==> config.mk <==
export PLATFORM = sky130hd
export DESIGN_NAME = free_list_controller
export DESIGN_NICKNAME = d
export VERILOG_FILES = /design/src/rtl/free_list_controller.sv
export SDC_FILE = /design/constraint.sdc
export NUM_CORES = 1
export LEC_CHECK = 0
export BUFFER_PORTS_ARGS = -buffer_cell sky130_fd_sc_hd__buf_2
export CAP_MARGIN = 20
export CORE_MARGIN = 5
export CORE_UTILIZATION = 45
export CTS_CLUSTER_SIZE = 10
export DETAILED_ROUTE_END_ITERATION = 8
export GPL_ROUTABILITY_DRIVEN = 0
export PLACE_DENSITY = 0.73
export SYNTH_ARGS = -nofsm -noshare
export SYNTH_HDL_FRONTEND = slang
export SYNTH_SLANG_ARGS = --single-unit
==> constraint.sdc <==
create_clock -name clk -period 4 [get_ports clk]
set_clock_uncertainty 0.2 [all_clocks]
set_input_delay 0.8 -clock clk [delete_from_list [all_inputs] [get_ports clk]]
set_output_delay 0.8 -clock clk [all_outputs]
set_load 0.01 [all_outputs]
==> src/rtl/free_list_controller.sv <==
`default_nettype none
// ============================================================================
// Module      : free_list_controller
// Description : Round-robin funnel of checker-lane free-list / no-redundancy
//               entries into one shared show-ahead queue, with kind counters.
// Revision    : 1.0 - initial release
// ============================================================================
module free_list_controller #(
    parameter int ITER_WIDTH = 9,
    parameter int NUM_LANES  = 4,
    parameter int Q_DEPTH    = 16,
    parameter int CNT_WIDTH  = 16
) (
    input  logic                            clk,
    input  logic                            reset_n,
    input  logic                            clear,
    input  logic [NUM_LANES-1:0]            req_valid,
    input  logic [NUM_LANES-1:0]            req_kind,
    input  logic [NUM_LANES*ITER_WIDTH-1:0] req_iter,
    output logic [NUM_LANES-1:0]            req_ack,
    output logic                            out_valid,
    input  logic                            out_ready,
    output logic [ITER_WIDTH-1:0]           out_iter,
    output logic                            out_kind,
    output logic                            q_full,
    output logic                            q_empty,
    output logic [CNT_WIDTH-1:0]            fl_count,
    output logic [CNT_WIDTH-1:0]            nr_count
);

    localparam int                  c_PTR_W     = $clog2(Q_DEPTH);
    localparam int                  c_LANE_W    = $clog2(NUM_LANES);
    localparam logic [c_PTR_W:0]    c_FULL_OCC  = (c_PTR_W+1)'(Q_DEPTH);
    localparam logic [c_LANE_W-1:0] c_LAST_LANE = c_LANE_W'(NUM_LANES-1);

    logic [ITER_WIDTH-1:0] w_lane_iter [NUM_LANES];
    logic [c_LANE_W-1:0]   w_grant_lane;
    logic                  w_found;
    logic                  w_push;
    logic                  w_pop;
    logic                  w_push_kind;

    logic [c_LANE_W-1:0]   r_rr;
    logic [ITER_WIDTH:0]   r_mem [Q_DEPTH];
    logic [c_PTR_W-1:0]    r_wr_ptr;
    logic [c_PTR_W-1:0]    r_rd_ptr;
    logic [c_PTR_W:0]      r_occ;
    logic [CNT_WIDTH-1:0]  r_fl_cnt;
    logic [CNT_WIDTH-1:0]  r_nr_cnt;

    generate
        for (genvar g = 0; g < NUM_LANES; g++) begin : g_lane
            assign w_lane_iter[g] = req_iter[g*ITER_WIDTH +: ITER_WIDTH];
        end
    endgenerate

    // First requesting lane at or after r_rr, searching modulo NUM_LANES.
    always_comb begin
        int idx;
        idx          = 0;
        w_found      = 1'b0;
        w_grant_lane = r_rr;
        for (int j = 0; j < NUM_LANES; j++) begin
            idx = int'(r_rr) + j;
            if (idx >= NUM_LANES) idx = idx - NUM_LANES;
            if (!w_found && req_valid[idx]) begin
                w_found      = 1'b1;
                w_grant_lane = c_LANE_W'(idx);
            end
        end
    end

    // A same-cycle pop never makes room: grants look at registered occupancy only.
    assign w_push      = w_found && !clear && (r_occ != c_FULL_OCC);
    assign w_pop       = (r_occ != '0) && out_ready;
    assign w_push_kind = req_kind[w_grant_lane];
    assign req_ack     = w_push ? (NUM_LANES'(1) << w_grant_lane) : '0;

    always_ff @(posedge clk or negedge reset_n) begin
        if (!reset_n) begin
            r_rr     <= '0;
            r_wr_ptr <= '0;
            r_rd_ptr <= '0;
            r_occ    <= '0;
            r_fl_cnt <= '0;
            r_nr_cnt <= '0;
            for (int i = 0; i < Q_DEPTH; i++) r_mem[i] <= '0;
        end else if (clear) begin
            r_rr     <= '0;
            r_wr_ptr <= '0;
            r_rd_ptr <= '0;
            r_occ    <= '0;
            r_fl_cnt <= '0;
            r_nr_cnt <= '0;
        end else begin
            if (w_push) begin
                r_mem[r_wr_ptr] <= {w_push_kind, w_lane_iter[w_grant_lane]};
                r_wr_ptr        <= r_wr_ptr + 1'b1;
                r_rr            <= (w_grant_lane == c_LAST_LANE) ? '0 : w_grant_lane + 1'b1;
                if (w_push_kind) begin
                    if (r_nr_cnt != '1) r_nr_cnt <= r_nr_cnt + 1'b1;
                end else begin
                    if (r_fl_cnt != '1) r_fl_cnt <= r_fl_cnt + 1'b1;
                end
            end
            if (w_pop) r_rd_ptr <= r_rd_ptr + 1'b1;
            case ({w_push, w_pop})
                2'b10:   r_occ <= r_occ + 1'b1;
                2'b01:   r_occ <= r_occ - 1'b1;
                default: r_occ <= r_occ;
            endcase
        end
    end

    assign out_valid = (r_occ != '0);
    assign q_empty   = (r_occ == '0);
    assign q_full    = (r_occ == c_FULL_OCC);
    assign out_kind  = r_mem[r_rd_ptr][ITER_WIDTH];
    assign out_iter  = r_mem[r_rd_ptr][ITER_WIDTH-1:0];
    assign fl_count  = r_fl_cnt;
    assign nr_count  = r_nr_cnt;

endmodule
`default_nettype wire

Word-level counts from Yosys, hierarchy flattened. Index checks and enable logic that the tools add are counted. W data, S select, Z words.

Add/subtract/negate cells: 14. Order comparisons: 13. Shifts and indexed selects: 1. Mux-type cells: 53. Reductions and logical operators: 22. Eq/ne operators: 8. Bitwise operators: 4.

Operators by type and width (count): $bwmux W160 (1); $lt A32 B4 Y1 const B (4); $mux W16 (8); $mux W32 (4); $bmux W10 S4 (1); $demux W10 S4 (1); $add A16 B1 Y16 const B (2); $ne A16 B16 Y1 const B (2); $mux W10 (3); $mux W4 (5); $bmux W9 S2 (1); $mux W9 (2); $mux W2 (7); $mux W1 (13); $ge A3 B3 Y1 const B (4); $sub A3 B3 Y4 const B (3); $bmux W1 S2 (5); $ge A5 B5 Y1 const B (2); $not A4 Y5 (2); $pmux W5 S2 (1); $reduce_bool A2 Y1 (5); $add A4 B1 Y4 const B (2); $logic_and A1 B1 Y1 (7); $add A2 B2 Y3 const B (2); other kinds (23) (28).

Word-level logic and storage cells: 137. Register bits after elaboration: 207. Output and inout port bits: 49.

Longest topological paths before layout. Gate-level depths: netlist of run 1.

Word-level depth: 20. Depth in mapped cells: 12.

Least setup slack after synthesis of run 1. Ideal clock, no wire load.

Path type: reg-to-output. Start: reg r_rd_ptr[0]. End: out out_iter[0]. Arrival: 2.177 ns. Slack: 0.823 ns. Stages on the path, launching flop included: 5. Data required time: 3.000 ns. Path buffers: 2. Path through: dfrtp_1 clkbuf_1 buf_1 mux4_2 mux4_2.

Cells in the longest elaborated chain, start to end: 4.

Ends and longest elaborated chain: from (decl) (RTL line 46) `logic [c_PTR_W-1:0] r_rd_ptr;`; from (signal assigned) (RTL line 106) `if (w_pop) r_rd_ptr <= r_rd_ptr + 1'b1;`; $not A4 Y5 (not written as such) (RTL line 119) `assign out_iter = r_mem[r_rd_ptr][ITER_WIDTH-1:0];`; $bmux W10 S4 (RTL line 119); $mux W10 (not written as such) (2 in a row) (RTL line 119); to (decl) (RTL line 23) `output logic [ITER_WIDTH-1:0] out_iter,`.

Every way passes these cells. The select of a mux whose other input is x is not followed.

Final worst setup path of run 1.
Start: reg r_rd_ptr[0]. End: out out_iter[4].

The elaborated chain is that of the path after synthesis.

==> results.md, run 1 <==
- The number of post-CTS setup repair buffers is 0.
- The register-to-register setup slack is 0.67 ns.
- Setup repair after global routing left no endpoint under its margin.
- Traced cell by cell, the critical path runs through buf_12 -> mux4_2 -> mux4_2 -> buf_2.
- Measured against its own limit, the worst slew margin works out to 34.14%.
- Clock latency on the worst-skew pair, taken at its later pin, is 0.52 ns.
- Leaving out fill and tap cells, the most frequent cell in the layout is sky130_fd_sc_hd__nand2_1.
- The detailed placer's ending HPWL is 15,300 µm.
- The number of buffers inserted by port buffering is 96.
- The critical path is of the flop to output port type.
- The library cells used most frequently in the layout, excluding fill and tap cells, are 211 x sky130_fd_sc_hd__nand2_1, 205 x sky130_fd_sc_hd__dfrtp_1, 166 x sky130_fd_sc_hd__o21ai_0.
- Max-cap violations in this run came to 0.
- Gates resized during post-CTS repair numbered 0.
- In this run, the number of DRC markers left after iteration 0 of detailed routing was 496.
- The width of the die is 159.2 µm.
- The signed area change from the synthesized netlist to the final layout is 13.67%.
- The clock passes through at most 3 buffers.
- The destination of the worst register-to-register timing path is r_occ[4]$_DFFE_PN0P_.
- The overall fraction of global-route tracks in use is about a fifth.
- The number of nets handed over by synthesis was roughly 1.0k.
- The flow ran to the end, and the final reports show no timing, DRC or antenna violations.
- The post-synthesis sequential area ratio is 51.74%.
- The first global-routing pass estimated 39,320 µm of wire.
- For this design the static power due to leakage is 5.179 nW.
- Broken down by cell family, the worst path's largest delay share belongs to multiplexers.
- Registers take just over 5000 µm².
- For this run the aggregate overflow at the end of global routing stands at 0.
- The TritonCTS clock tree is yes.
- The multi-input combinational cell area is 4463 µm².
- For this run, the top clock speed supported by timing is 267.0 MHz.
- Dividing total power by cell area gives a power density of 600.9 nW/µm².
- After the last flow step, the layout net total stands at 1,080.
- Wires add up to roughly 23,000 µm.
- The number of buffer and inverter stages on the critical path is 2.
- After synthesis, the share of flip-flops with an asynchronous set or reset is between 90% and 100%.
- The dominant synthesized flop cell is sky130_fd_sc_hd__dfrtp_1.
- The min-delay analysis places its worst path in the category primary input to async pin.
- The number of pins with negative max-slew slack in the final report is 0.
- The number of antenna violations at the first check in global routing is 0.
- The cell with the most instances on the worst path is sky130_fd_sc_hd__mux4_2.
- The startpoint of the lowest-slack register-to-register path is r_occ[1]$_DFFE_PN0P_.
- sky130_fd_sc_hd__dfrtp_1 takes more of the synthesized area than any other cell.
- The die extent in y is 159.2 µm.
- Counting the buffers created by CTS gives 25.
- The number of global-route vias before repair was 7,463.
- The pre-antenna-repair detailed-routing pass consisted of 5 iterations.
- The total non-filler cell area in the finished layout is about 11,000 µm².
- The core region is 21,890 µm².
- Each instance of the synthesized netlist takes up on average 10.55 µm².
- The count of unresolved DRC violations after routing is 0.
- The number of hold violations in the final report is 0.
- Sorting the synthesized cells by area gives the leading types as sky130_fd_sc_hd__dfrtp_1 52%, sky130_fd_sc_hd__mux4_2 11%, sky130_fd_sc_hd__o21ai_0 8.3%, sky130_fd_sc_hd__nand2_1 7.9%, sky130_fd_sc_hd__clkbuf_1 1.9%.
- Counting every sink on the clock net gives 207.
- The kind of start point of the critical path is a flop.
- The hold buffer count at CTS is 0.
- The synthesized design contains 0 enable-type register cells.
- After detailed placement, the total cell area comes to 10,710 µm².
- STA puts the critical path data required time at 3.00 ns.
- The final critical-path setup slack is between 0.2 and 0.3 ns.
- The post-synthesis cell type count is between 50 and 60.
- The post-route netlist has 21.04% of its cells at a drive strength greater than 1.
- The synthesized design devotes to its leading area cell type 51.74% of total area.
- The largest driver fanout on the critical path is 16.
- The diode insertion count for antenna repair is 0.
- In the final routed layout, each cell accounts on average for 17.92 µm.
- The initial utilization of the core area, before any placement, comes to 45.74%.
- The count of antenna-violating nets left after detailed routing is 0.
- The maximum resistive drop on vdd is 0.5267 mV.
- The slowest stage of the critical path is the sky130_fd_sc_hd__dfrtp_2 cell.
- After routing, the total negative slack on setup checks comes to 0 ns.
- The total power consumption of the routed design is ~6.8 mW.
- The maximum number of pins on one net before global-route repair is 84.
- The cell at the root of the clock tree is sky130_fd_sc_hd__clkbuf_16.
- The critical path capture point is out_iter[4].
- The number of warnings printed during yosys synthesis is 0.
- The delay contributed by the slowest stage of the critical path is 0.73 ns.
- The tightest hold path in the finished design has a slack of 0.1179 ns.
- The floorplan has 54 rows.
- The nature of the critical path endpoint is an output port.
- Counting flops and latches in the post-synthesis netlist gives 207.
- The final setup violation count is 0.
- The final clock period utilization by the worst path is 93.63%.
- Measured in cells, the most critical reg-to-reg path has a length of 10.
- The number of top-level design ports is between 90 and 100.
- In this run the number of H-tree levels came out at 1.
- The arrival time of data at the critical path endpoint is ~2.8 ns.
- The mapped cell area is 10,010 µm².
- The critical path crosses 4 cells after its start point.
- The area enclosed by the die boundary is approximately 25,000 µm².
- The transition time of the tightest slew-check pin is 0.9879 ns.
- The via count is between 7k and 8k.
- The clock period could shrink to 3.745 ns.
- The cell count after synthesis is 949.
- The final-layout fill cell count is 1,927.
- Before CTS, the worst setup slack after placement is 0.4097 ns.
- Tracing the worst setup path back leads to its startpoint at r_rd_ptr[0]$_DFFE_PN0P_.
- After clock tree synthesis, the clock-pin slew on the worst setup and hold paths is approximately 0.060 ns.
- After detailed routing, the number of vias per cell comes to between 5 and 6.
[where the power goes]
part | leakage [nW] | internal (mW) | switching [mW]
clock network | 0.328 | 1.13 | 0.805
registers | 2.81 | 2.52 | 0.311
logic | 2.04 | 0.872 | 1.21
[metrics by stage]
stage               utilization [%]  cells
CTS                           51.99   1302
floorplan                         -    949
detailed placement            48.91   1270
global placement              48.91   1270
finish                        51.99   1302
global route                  51.99   1302
[layer usage]
metal  vias to the layer above  share of wire (%)  track usage, %
met2                       235                 46           29.55
li1                       3447                  -               -
met4                         0                1.9           4.614
met3                        38                7.3           3.288
met1                      3518                 45           27.06
met5                         -                  0               0
[registers in the layout (all words and copies together), names as in the netlist]
| signal | count |
|---|---|
| fl_count | 16 |
| nr_count | 16 |
| r_mem | 160 |
| r_occ | 5 |
| r_rd_ptr | 4 |
| r_rr | 2 |
| r_wr_ptr | 4 |
[kinds of logic (layout without fill, tap and decap cells)]
group,after synthesis,count (layout),share of synthesized area (%)
simple gates,318,318,13.92
buf+inv,86,159,3.687
fa+ha+maj,15,15,1.950
flops,207,207,51.74
compound gates,229,229,13.12
xor+xnor,16,16,1.400
mux,78,78,14.18
[worst min-delay path by stage]
stage                                   to  cells after the start  slack, ns                   from
global placement     r_mem[88]$_DFFE_PN0P_                      2       0.26  r_mem[88]$_DFFE_PN0P_
global route        r_mem[107]$_DFFE_PN0P_                      1       0.16                reset_n
floorplan            r_mem[10]$_DFFE_PN0P_                      2       0.24  r_mem[10]$_DFFE_PN0P_
CTS                 r_mem[107]$_DFFE_PN0P_                      1       0.14                reset_n
detailed placement   r_mem[59]$_DFFE_PN0P_                      2       0.27  r_mem[59]$_DFFE_PN0P_
finish              r_mem[107]$_DFFE_PN0P_                      1       0.12                reset_n
[Yosys cell counts (all sizes together) (3+ instances only)]
library cell,instances
nor3,4
clkbuf,50
o31ai,9
dfrtp,207
ha,14
buf,20
nand2b,3
or3,3
and4,3
nand4,14
o21ai,168
nor2,35
inv,16
and3,11
nand3,16
mux2i,17
xor2,7
nand2,211
nor2b,4
o311ai,4
and2,9
a211oi,3
o211ai,5
a21oi,26
mux2,11
xnor2,9
a21o,4
mux4,50
[area by class of cell]
cell class                      instances  share of cell area (%)
Clock buffer                           30                   5.662
Timing Repair Buffer                  111                   5.728
Sequential cell                       207                   45.54
Multi-Input combinational cell        656                   39.22
Clock inverter                          2                  0.2529
Tap cell                              280                   3.078
Inverter                               16                  0.5277
Note: power is estimated with default switching activity, not from simulation.
==> run 2, diff against run 1 <==
Clock period 4 ns to 4.08 ns, I/O delays scaled along.
==> results.md, run 2 (same netlist as run 1, synthesis figures left out) <==
- Run status: completed (unchanged).
- The cell area after placement is 10,670 µm² (was 10,710 µm²).
- The overall fraction of global-route tracks in use is 18.40% (was 18.67%).
- The static leakage power is 5.189 nW (was 5.179 nW).
- Setup repair after global routing missed its margin: false (unchanged).
- The number of buffers inserted by port buffering was 96 (unchanged).
- The initial detailed-routing violation count came to 480 (was 496).
- The number of post-CTS setup repair buffers was 0 (unchanged).
- The kind of start point of the critical path was a flop (unchanged).
- The width of the die is 159.2 µm (unchanged).
- The count of placed standard cells in the final layout, fillers left out was 1,305 (was 1,302).
- The register with the highest flop count is r_mem (unchanged).
- The cell at the slowest stage of the critical path was sky130_fd_sc_hd__mux4_2 (was sky130_fd_sc_hd__dfrtp_2).
- The total non-filler cell area in the finished layout was 11,390 µm² (was 11,380 µm²).
- The fraction of final layout cells with drive strength greater than 1 is 21.17% (was 21.04%).
- The number of placed instances with taps included came to 1,270 (unchanged).
- The top achievable clock speed is about 280 MHz.
- The most frequent standard cell in the layout excluding fill and tap cells is sky130_fd_sc_hd__nand2_1 (unchanged).
- The H-tree level count is 1 (unchanged).
- The maximum clock path buffer count is 3 (unchanged).
- The final worst hold slack is 0.1107 ns (was 0.1179 ns).
- The number of antenna violations at the first check in global routing was 0 (unchanged).
- The portion of total power attributed to sequential cells is 40.0% (was 41.3%).
- The final net count is 1,080 (unchanged).
- The maximum number of pins on one net before global-route repair was 89 (was 84).
- The setup total negative slack is 0 ns (unchanged).
- The average vias per placed instance is 5.556 (was 5.559).
- The cell at the root of the clock tree is sky130_fd_sc_hd__clkbuf_16 (unchanged).
- The hold buffer count at CTS is 0 (unchanged).
- The total power consumption of the routed design came to 6.789 mW (was 6.839 mW).
- The floorplan row count came to 54 (unchanged).
- The delay contributed by the slowest stage of the critical path came to 0.61 ns (was 0.73 ns).
- The critical setup path kind is flop to output port (unchanged).
- The count of antenna-violating nets left after detailed routing is 0 (unchanged).
- The core footprint is 21,890 µm² (unchanged).
- The portion of total power attributed to combinational logic came to 30.5% (was 30.4%).
- Highest-count cells in the layout ignoring fill and taps: 211 x sky130_fd_sc_hd__nand2_1, 205 x sky130_fd_sc_hd__dfrtp_1, 166 x sky130_fd_sc_hd__o21ai_0 (unchanged).
- The number of pins with negative max-slew slack in the final report came to 0 (unchanged).
- The detailed placer's ending HPWL was 15,410 µm (was 15,300 µm).
- The maximum resistive drop on vdd is 0.4888 mV (was 0.5267 mV).
- The cell class contributing the biggest share of worst-path delay is multiplexers (unchanged).
- The aggregate routed wire length is 23,010 µm (was 23,340 µm).
- The worst path uses 88.77% of the clock period.
- The diode insertion count for antenna repair is 0 (unchanged).
- The worst min-delay path class is primary input to async pin (unchanged).
- The TritonCTS clock tree is yes (unchanged).
- The final-layout fill cell count was 1,934 (was 1,927).
- The wire length of the first global-routing pass is 39,470 µm (was 39,320 µm).
- The area enclosed by the die boundary is 25,330 µm² (unchanged).
- The worst max-slew margin expressed relative to the limit is 43.51% (was 34.14%).
- The clock insertion delay at the later pin of the skew report is 0.52 ns (about the same).
- The number of buffer and inverter stages on the critical path is 2 (unchanged).
- Critical path cell sequence: buf_4 -> mux4_2 -> mux4_2 -> buf_2 (was buf_12 -> mux4_2 -> mux4_2 -> buf_2).
- The nature of the critical path endpoint is an output port (unchanged).
- The TritonCTS sink count is 207 (unchanged).
- The switching power as a share of total power is 33.89% (was 34.01%).
- The max-cap violation count was 0 (unchanged).
- The number of flip-flops under the largest register name is 160 (unchanged).
- The effective utilization at floorplan is 45.74% (unchanged).
- The power density relative to cell area came to 596.2 nW/µm² (was 600.9 nW/µm²).
- The signed area change from the synthesized netlist to the final layout was 13.73% (was 13.67%).
- The number of global-route vias before repair is 7,517 (was 7,463).
- The number of clock buffers inserted by TritonCTS is 25 (unchanged).
- The cell-internal power is 4.488 mW (was 4.513 mW).
- The final setup violation count is 0 (unchanged).
- The cell with the most instances on the worst path is sky130_fd_sc_hd__mux4_2 (unchanged).
- The die extent in y came to 159.2 µm (unchanged).
- The clock share of power is 29.5% (was 28.2%).
- The minimum period implied by the final worst setup slack is 3.622 ns.
- The reported net switching power is 2.301 mW (was 2.326 mW).
- The required time at the worst-slack endpoint is 3.06 ns (was 3.00 ns).
- The number of iterations in the first detailed-routing pass is 5 (unchanged).
- The number of hold violations in the final report came to 0 (unchanged).
- The arrival time of data at the critical path endpoint was 2.61 ns (was 2.75 ns).
- The via count is 7,250 (was 7,238).
- The count of unresolved DRC violations after routing came to 0 (unchanged).
- The total of cells resized after clock tree synthesis is 0 (unchanged).
- The number of top-level design ports is 97 (unchanged).
- The wire length per cell was 17.63 µm (was 17.92 µm).
- The transition time of the tightest slew-check pin was 0.8474 ns (was 0.9879 ns).
- The clock transition at the registers of the reported paths was 0.06 ns (about the same).
- The largest driver fanout on the critical path came to 23 (was 16).
- The remaining global-route overflow is 0 (unchanged).
==> run 2: cell count changes in the layout (fill, tap and decap cells not counted), sizes merged <==
cell / before / now
inv: 18 / 17
bufinv: 0 / 1
clkinv: 0 / 1
clkbuf: 31 / 33
==> run 2: final cells by class <==
type,count,area (µm²),share of cell area (%)
Timing Repair Buffer,111,614.3,5.395
Clock buffer,32,661.9,5.813
Sequential cell,207,5182,45.51
Inverter,16,60.06,0.5274
Tap cell,280,350.3,3.077
Multi-Input combinational cell,656,4463,39.19
Clock inverter,3,55.05,0.4835
==> run 2: power groups by stage <==
stage | clock [mW] | combinational (mW) | sequential [mW]
final | 2.01 | 2.07 | 2.72
after CTS | 2.04 | 2.09 | 2.71
after floorplan | 0 | 1.52 | 2.68
after global routing | 2.15 | 2.33 | 2.77
after global placement | 0 | 2.03 | 2.72
after detailed placement | 0 | 2.08 | 2.74
==> run 2: worst paths after layout <==
path / start / endpoint / slack [ns] / cells past startpoint
hold reg to reg: r_mem[132]$_DFFE_PN0P_ / r_mem[132]$_DFFE_PN0P_ / 0.27 / 2
setup / recovery: r_rd_ptr[0]$_DFFE_PN0P_ / out_iter[4] / 0.46 / 4
min in group clk: r_mem[132]$_DFFE_PN0P_ / r_mem[132]$_DFFE_PN0P_ / 0.27 / 2
setup reg to reg: r_occ[1]$_DFFE_PN0P_ / r_occ[4]$_DFFE_PN0P_ / 0.69 / 10
max in group asynchronous: reset_n / r_mem[65]$_DFFE_PN0P_ / 2.74 / 2
hold / removal: reset_n / r_mem[158]$_DFFE_PN0P_ / 0.11 / 1
==> run 2: through the flow <==
stage,setup WS (ns),util (%)
2_1_floorplan,0.8874,-
3_3_place_gp,0.6674,48.74
3_5_place_dp,0.5378,48.74
4_1_cts,0.4454,52.02
5_1_grt,0.3435,52.02
6_report,0.4582,52.02
==> run 2: routing by layer <==
metal | share of wire, % | GRT usage, %
met5 | 0 | 0
met4 | 1.4 | 3.412
met3 | 6.8 | 4.038
met2 | 46 | 29.11
met1 | 46 | 26.66
==> run 3, diff against run 2 <==
Settings changed: BUFFER_PORTS_ARGS -buffer_cell sky130_fd_sc_hd__buf_2 to -buffer_cell sky130_fd_sc_hd__buf_4.
==> results.md, run 3 (same netlist as run 1, synthesis figures left out) <==
- The cell at the root of the clock tree is sky130_fd_sc_hd__clkbuf_16 (unchanged).
- The detailed placer's ending HPWL is 15,360 µm (was 15,410 µm).
- The wire length of the first global-routing pass came to 38,960 µm (was 39,470 µm).
- The power density relative to cell area is 579.7 nW/µm² (was 596.2 nW/µm²).
- The H-tree level count is 1 (unchanged).
- The clock transition at the registers of the reported paths is 0.05 ns (was 0.06 ns).
- The met3 track utilization from global routing is 3.676% (was 4.038%).
- The TritonCTS sink count was 207 (unchanged).
- The fraction of final layout cells with drive strength greater than 1 is 20.65% (was 21.17%).
- The total non-filler cell area in the finished layout is 11,560 µm² (was 11,390 µm²).
- The minimum period implied by the final worst setup slack was 3.607 ns (was 3.622 ns).
- The number of top-level design ports was 97 (unchanged).
- The number of flip-flops under the largest register name is 160 (unchanged).
- The initial detailed-routing violation count is 528 (was 480).
- The cell with the most instances on the worst path is sky130_fd_sc_hd__mux4_2 (unchanged).
- The number of buffer and inverter stages on the critical path is 2 (unchanged).
- The final clock period utilization by the worst path is 88.40% (was 88.77%).
- The wire length per cell is 17.83 µm (was 17.63 µm).
- The critical setup path kind is flop to output port (unchanged).
- The clock insertion delay at the later pin of the skew report is 0.52 ns (about the same).
- The global-route track usage on met1 came to 26.54% (was 26.66%).
- The transition time of the tightest slew-check pin was 0.8713 ns (was 0.8474 ns).
- The overall fraction of global-route tracks in use was 18.28% (was 18.40%).
- The nature of the critical path endpoint is an output port (unchanged).
- The register with the highest flop count is r_mem (unchanged).
- The final-layout fill cell count was 1,933 (was 1,934).
- The number of buffers inserted by port buffering is 96 (unchanged).
- The maximum clock path buffer count was 3 (unchanged).
- Highest-count cells in the layout ignoring fill and taps: 211 x sky130_fd_sc_hd__nand2_1, 205 x sky130_fd_sc_hd__dfrtp_1, 166 x sky130_fd_sc_hd__o21ai_0 (unchanged).
- The count of antenna-violating nets left after detailed routing was 0 (unchanged).
- The arrival time of data at the critical path endpoint is 2.59 ns (was 2.61 ns).
- The required time at the worst-slack endpoint is 3.06 ns (about the same).
- The number of iterations in the first detailed-routing pass is 5 (unchanged).
- The maximum resistive drop on vdd is 0.4483 mV (was 0.4888 mV).
- The cell class contributing the biggest share of worst-path delay is multiplexers (unchanged).
- The number of post-CTS setup repair buffers is 0 (unchanged).
- The number of global-route vias before repair was 7,495 (was 7,517).
- The cell area after placement is 10,910 µm² (was 10,670 µm²).
- The average vias per placed instance is 5.623 (was 5.556).
- The core footprint is 21,890 µm² (unchanged).
- The TritonCTS clock tree is yes (unchanged).
- Run status: completed (unchanged).
- Critical path cell sequence: buf_12 -> mux4_2 -> mux4_2 -> buf_4 (was buf_4 -> mux4_2 -> mux4_2 -> buf_2).
- The die extent in y is 159.2 µm (unchanged).
- The most frequent standard cell in the layout excluding fill and tap cells is sky130_fd_sc_hd__nand2_1 (unchanged).
- The kind of start point of the critical path is a flop (unchanged).
- The layer with the highest usage after global routing is met2 (unchanged).
- The cell at the slowest stage of the critical path is sky130_fd_sc_hd__mux4_2 (unchanged).
- The aggregate routed wire length came to 23,130 µm (was 23,010 µm).
- The worst min-delay path class is primary input to async pin (unchanged).
- The worst max-slew margin expressed relative to the limit was 41.91% (was 43.51%).
- The setup total negative slack is 0 ns (unchanged).
- The signed area change from the synthesized netlist to the final layout is 15.46% (was 13.73%).
- The delay contributed by the slowest stage of the critical path is 0.63 ns (was 0.61 ns).
- The final setup violation count is 0 (unchanged).
- The count of unresolved DRC violations after routing is 0 (unchanged).
- The number of clock buffers inserted by TritonCTS is 24 (was 25).
- The width of the die is 159.2 µm (unchanged).
- The hold buffer count at CTS is 0 (unchanged).
- The number of hold violations in the final report is 0 (unchanged).
- The top achievable clock speed is 277.3 MHz (was 276.1 MHz).
- The static leakage power came to 5.187 nW (was 5.189 nW).
- The effective utilization at floorplan was 45.74% (unchanged).
- The max-cap violation count is 0 (unchanged).
- The register-to-register setup slack came to 0.72 ns (was 0.69 ns).
- The number of antenna violations at the first check in global routing was 0 (unchanged).
- Setup repair after global routing missed its margin: false (unchanged).
- The met2 track utilization from global routing is 28.57% (was 29.11%).
- The floorplan row count is 54 (unchanged).
- The via count was 7,293 (was 7,250).
- The remaining global-route overflow is 0 (unchanged).
- The maximum number of pins on one net before global-route repair is 101 (was 89).
- The area enclosed by the die boundary is 25,330 µm² (unchanged).
- The diode insertion count for antenna repair came to 0 (unchanged).
- The number of pins with negative max-slew slack in the final report was 0 (unchanged).
- The final net count is 1,076 (was 1,080).
- The largest driver fanout on the critical path came to 40 (was 23).
- The total of cells resized after clock tree synthesis came to 0 (unchanged).
run 3: cell type report:
| class | count | area, µm² | share of cell area, % |
|---|---|---|---|
| tap | 280 | 350.3 | 3.031 |
| multi-input combinational | 656 | 4463 | 38.61 |
| inverter | 16 | 60.06 | 0.5195 |
| clock inverter | 1 | 30.03 | 0.2598 |
| sequential | 207 | 5182 | 44.83 |
| timing repair buffer | 108 | 854.6 | 7.393 |
| clock buffer | 29 | 619.3 | 5.358 |
run 3: power breakdown:
| part | total, mW | internal, mW | switching (mW) |
|---|---|---|---|
| Clock | 1.83 | 1.06 | 0.773 |
| Combinational | 2.12 | 0.915 | 1.21 |
| Sequential | 2.74 | 2.47 | 0.278 |
run 3: metrics by stage:
| stage | power (mW) | hold slack, ns | setup slack [ns] | util [%] | std cells |
|---|---|---|---|---|---|
| 3_3_place_gp | 4.847 | 0.2561 | 0.6413 | 49.84 | 1267 |
| 6_report | 6.701 | 0.1582 | 0.4732 | 52.81 | 1297 |
| 2_1_floorplan | 4.203 | 0.2446 | 0.8874 | - | 949 |
| 4_1_cts | 6.752 | 0.2088 | 0.4492 | 52.81 | 1297 |
| 3_5_place_dp | 4.913 | 0.2658 | 0.4915 | 49.84 | 1267 |
| 5_1_grt | 7.153 | 0.2463 | 0.3134 | 52.81 | 1297 |
run 3: final timing paths:
path | start | end | cells past startpoint
max in group asynchronous | reset_n | r_mem[63]$_DFFE_PN0P_ | 2
min in group clk | r_mem[149]$_DFFE_PN0P_ | r_mem[149]$_DFFE_PN0P_ | 2
worst max-delay path | r_rd_ptr[0]$_DFFE_PN0P_ | out_iter[7] | 4
worst max register to register | r_occ[1]$_DFFE_PN0P_ | r_occ[4]$_DFFE_PN0P_ | 10
worst min-delay path | reset_n | r_mem[147]$_DFFE_PN0P_ | 1
worst min register to register | r_mem[149]$_DFFE_PN0P_ | r_mem[149]$_DFFE_PN0P_ | 2
run 3: metal layers:
metal | vias to the layer above | share of wire, %
met5 | - | 0
met1 | 3585 | 45
met3 | 36 | 6.7
met2 | 224 | 47
met4 | 0 | 1.8
li1 | 3448 | -
